===== src/rtl/serial_bit_feeder.sv =====
// Word-to-bit serializer: buffers parallel words in a small FIFO and shifts them out
// one bit per clock, back-to-back, with a pause control that freezes the shifter.
module serial_bit_feeder #(
    parameter int WIDTH     = 8,
    parameter int DEPTH     = 4,
    parameter bit MSB_FIRST = 1'b1
) (
    input  logic                     clk,
    input  logic                     reset,
    input  logic [WIDTH-1:0]         din,
    input  logic                     din_valid,
    output logic                     din_ready,
    input  logic                     pause,
    output logic                     x,
    output logic                     x_valid,
    output logic [$clog2(DEPTH):0]   fifo_count,
    output logic                     idle
);

    localparam int PW = $clog2(DEPTH);
    localparam int BW = $clog2(WIDTH);
    localparam int CW = $clog2(DEPTH) + 1;
    localparam logic [BW-1:0] LAST_BIT = BW'(WIDTH - 1);

    typedef enum logic {
        S_EMPTY,
        S_SHIFT
    } state_t;

    state_t            state, state_nx;
    logic [BW-1:0]     bcnt, bcnt_nx;
    logic [WIDTH-1:0]  shreg, shreg_nx;
    logic              x_nx, x_valid_nx;

    logic [WIDTH-1:0]  mem [DEPTH];
    logic [PW-1:0]     wr_ptr, rd_ptr;
    logic [CW-1:0]     count;
    logic              push, pop;
    logic [WIDTH-1:0]  head;

    // Bit index 0 is always the first bit on the wire, whatever the word order.
    function automatic logic pick_bit(input logic [WIDTH-1:0] w, input logic [BW-1:0] idx);
        logic [BW-1:0] pos;
        pos = MSB_FIRST ? (LAST_BIT - idx) : idx;
        return w[pos];
    endfunction

    assign din_ready  = !reset && (count < CW'(DEPTH));
    assign push       = din_valid && din_ready;
    assign head       = mem[rd_ptr];
    assign fifo_count = count;
    assign idle       = (state == S_EMPTY) && (count == '0);

    always_ff @(posedge clk) begin
        if (push) begin
            mem[wr_ptr] <= din;
        end
    end

    // Pointers wrap for free because DEPTH is a power of two.
    always_ff @(posedge clk) begin
        if (reset) begin
            wr_ptr <= '0;
            rd_ptr <= '0;
            count  <= '0;
        end else begin
            if (push) begin
                wr_ptr <= wr_ptr + PW'(1);
            end
            if (pop) begin
                rd_ptr <= rd_ptr + PW'(1);
            end
            case ({push, pop})
                2'b10:   count <= count + CW'(1);
                2'b01:   count <= count - CW'(1);
                default: count <= count;
            endcase
        end
    end

    always_ff @(posedge clk) begin
        if (reset) begin
            state   <= S_EMPTY;
            bcnt    <= '0;
            shreg   <= '0;
            x       <= 1'b0;
            x_valid <= 1'b0;
        end else begin
            state   <= state_nx;
            bcnt    <= bcnt_nx;
            shreg   <= shreg_nx;
            x       <= x_nx;
            x_valid <= x_valid_nx;
        end
    end

    // bcnt names the bit currently on x, so leaving pause simply resumes with the next one.
    always_comb begin
        state_nx   = state;
        bcnt_nx    = bcnt;
        shreg_nx   = shreg;
        x_nx       = 1'b0;
        x_valid_nx = 1'b0;
        pop        = 1'b0;
        if (!pause) begin
            case (state)
                S_EMPTY: begin
                    if (count != '0) begin
                        pop        = 1'b1;
                        state_nx   = S_SHIFT;
                        shreg_nx   = head;
                        bcnt_nx    = '0;
                        x_nx       = pick_bit(head, '0);
                        x_valid_nx = 1'b1;
                    end
                end
                S_SHIFT: begin
                    if (bcnt == LAST_BIT) begin
                        if (count != '0) begin
                            pop        = 1'b1;
                            shreg_nx   = head;
                            bcnt_nx    = '0;
                            x_nx       = pick_bit(head, '0);
                            x_valid_nx = 1'b1;
                        end else begin
                            state_nx = S_EMPTY;
                            bcnt_nx  = '0;
                        end
                    end else begin
                        bcnt_nx    = bcnt + BW'(1);
                        x_nx       = pick_bit(shreg, bcnt + BW'(1));
                        x_valid_nx = 1'b1;
                    end
                end
                default: state_nx = S_EMPTY;
            endcase
        end
    end

endmodule

===== config.mk =====
export PLATFORM = sky130hd
export DESIGN_NAME = serial_bit_feeder
export DESIGN_NICKNAME = d
export VERILOG_FILES = /design/src/rtl/serial_bit_feeder.sv
export SDC_FILE = /design/constraint.sdc
export NUM_CORES = 1
export LEC_CHECK = 0
export ABC_AREA = 1
export BUFFER_PORTS_ARGS = -buffer_cell sky130_fd_sc_hd__buf_2
export CAP_MARGIN = 10
export CORE_MARGIN = 1.5
export CORE_UTILIZATION = 38
export CTS_BUF_LIST = sky130_fd_sc_hd__clkbuf_16
export DETAILED_ROUTE_END_ITERATION = 8
export PLACE_DENSITY = 0.6
export SLEW_MARGIN = 40
export SYNTH_ARGS = -nofsm -noshare
export SYNTH_HDL_FRONTEND = slang
export SYNTH_SLANG_ARGS = --single-unit

===== constraint.sdc =====
create_clock -name clk -period 2 [get_ports clk]
set_input_delay 0.1 -clock clk [delete_from_list [all_inputs] [get_ports clk]]
set_output_delay 0.1 -clock clk [all_outputs]
set_load 0.01 [all_outputs]

==> run summary <==
Die height: 81.5 µm
IO buf count: 18
Final weighted congestion of routability-driven global placement: 0.787
Ports: 19
Antenna Violating Nets Remaining: 0
Path category of the worst min-delay check: in2reg
Synthesis warning total: 0
Worst Hold Endpoint: mem[2][0]
Die Outline Area: 0.00665 mm²
Number of H-tree branching levels: 2
Fraction of registers with async set/reset: 0
Transition time of the tightest slew-check pin: 577 ps
Max rail drop VDD: 598 µV
First-pass GRT wire length: 6750 µm
Crit. End Element: flip-flop
Worst hold path stage count: 1
Result of the run: finished clean
Count of cells along the worst register-to-register path: 13
DR WL/cell: 11.7 µm
Per-instance average area after synthesis: 9.97 µm²
Layout cell share with drive strength beyond 1: 0.213
Number of global-route vias before repair: 1495
Final layout net count: 286
Final TNS setup: 0 ps
P_leak: 1.12 nW
Relative max-transition margin: 0.615
Worst-path fanout max: 3
R2R Path Start: bcnt[1]
Hold path startpoint: din[0]
Area growth syn-to-layout: 17.7%
Crit Reg-Reg Endpoint: fifo_count[2]
Most used flip-flop cell after synthesis: edfxtp_1
Routed Wire Length: 3990 µm
Pin count of the biggest net entering global routing: 19
Final worst path period need: 1930 ps
Final Hold Fails: 0
Sinks on the clock net: 55
Width of the die: 81.5 µm
Required time reported for the critical path endpoint: 2200 ps
Cell at the root of the clock tree: clkbuf_16
CORE AREA: 0.00592 mm²
FF+latch count, synth: 55
Number of vias per cell after detailed routing: 4.60
Number of antenna violations at the first check in global routing: 0
Post-Syn Instances: 235
Row cnt: 28
Post-CTS clock slew at the launch and capture registers of the worst setup and hold paths: 70 ps
Aggregate global routing overflow: 0
Net count of the mapped netlist: 255
Clk Latency, worst-skew pair: 300 ps
Clock tree from TritonCTS: built
Maxcap violations: 0
Number of antenna diodes: 0
Global-route usage over all layers: 0.139
Number of buffers inserted during clock tree synthesis: 5
Max Clock Freq: 0.517 GHz
Starting density of the core: 0.396
Setup skew after layout: 11.4 ps
Category of the most critical setup path: reg2reg
Final core utilization: 0.466
Reg-to-reg setup timing slack: 70 ps
Final Slew Violations: 0
Unique cell type count in the Yosys netlist: 25
Pwr/cell area: 1240 mW/mm²
Arrival @ worst endpoint: 2130 ps
Commonest non-fill, non-tap cell in the layout: nor2_1
Unrepaired setup endpoints after global routing: yes
Worst-case clock buffer depth: 2
Share of the yosys chip area belonging to registers: 0.607
Final setup violation count: 0
Number of buffers inserted for hold repair after clock tree synthesis: 0
HPWL reported at the end of detailed placement: 2710 µm
Initial DRC count: 57
Highest-count cells in the layout ignoring fill and taps: nor2_1 (49), edfxtp_1 (32), o21ai_0 (30)
Portion of the clock cycle consumed by the worst path in the final layout: 0.966
Post-synth design cell area: 0.00234 mm²
Pre-Repair DR Iteration Count: 4
DR vias: 1573
Post-synth EDFFs: 32
Remaining design rule violation count: 0
CP startpoint kind: flip-flop
==> cell usage after synthesis (2+ instances only) <==
library cell	count	area [µm²]
inv_2	4	15.0
inv_1	28	105
nand2_1	19	71.3
o31ai_1	2	15.0
dfxtp_1	23	460
o21ai_1	5	25.0
nor2_1	49	184
ha_1	7	87.6
buf_6	4	45.0
nand3_1	10	50.1
o21ai_0	31	155
a21oi_1	8	40.0
nand3_2	2	20.0
edfxtp_1	32	961
==> timing repair <==
| item | in CTS | in global routing |
|---|---|---|
| hold endpoints to repair | 0 | 0 |
| gates resized for setup | 0 | 7 |
| endpoints found under the setup margin | 0 | 1 |
| setup buffers | 0 | 2 |
==> per-stage QoR <==
step	cells	hold WS (ps)	area (µm²)	setup WS, ps	total power [mW]
CTS	340	8.78	2710	27.6	3.39
detailed placement	332	316	2560	36.4	2.51
global route	342	9.21	2760	-15.8	3.68
floorplan	235	169	2360	9.76	2.25
global placement	332	316	2560	93.6	2.50
finish	342	11.8	2760	67.6	3.42
==> flip-flops by register name, indices dropped and copies added, names as in the netlist, named ones only <==
signal and flops:
bcnt 3, fifo_count 3, mem 32, rd_ptr 2, shreg 8, state 1, wr_ptr 2, x 1
x_valid 1
==> area by class of cell <==
| class | count | area (µm²) |
|---|---|---|
| repair buffers | 30 | 180 |
| inverters | 33 | 131 |
| well taps | 75 | 93.8 |
| clock inverters | 3 | 22.5 |
| flip-flops and latches | 55 | 1420 |
| fillers | 561 | 3160 |
| clock buffers | 5 | 125 |
| multi-input cells | 141 | 781 |
==> worst max-delay path: stages (launching register included) <==
cell,delay [ps]
dfxtp_2,360
ha_4,140
ha_4,130
nor2_4,40
inv_2,50
nand3_2,80
inv_2,80
ha_4,130
inv_4,40
fa_2,360
a21oi_2,120
o21ai_1,80
xor2_1,160
nor2_1,50
==> cells by family (layout without fill, tap and decap cells) <==
kind of cell / Yosys count / count (layout) / share of synthesized area
fa+ha+maj: 8 / 8 / 0.0459
simple gates: 85 / 85 / 0.161
xor+xnor: 1 / 1 / 0.00374
compound gates: 47 / 47 / 0.104
buf+inv: 39 / 71 / 0.0790
flops: 55 / 55 / 0.607
==> worst max-delay path by stage <==
stage	from	endpoint	cells past startpoint	slack, ps
finish	bcnt[1]	fifo_count[2]	13	70
global route	bcnt[1]	fifo_count[2]	13	-20
CTS	bcnt[1]	fifo_count[2]	13	30
detailed placement	bcnt[1]	fifo_count[2]	13	40
global placement	bcnt[1]	fifo_count[2]	13	90
floorplan	bcnt[0]	fifo_count[2]	13	10
==> power breakdown <==
part	internal, mW	switching, mW	total, mW
combinational	0.428	0.639	1.07
sequential	1.37	0.119	1.49
clock	0.468	0.397	0.865
total	2.27	1.15	3.42
==> metal layers <==
metal | wire [µm] | track usage
met4 | 93 | 0.0741
met3 | 158 | 0.0344
met1 | 1910 | 0.166
met5 | 0 | 0
met2 | 1830 | 0.231
(Power assumes the default switching activity.)
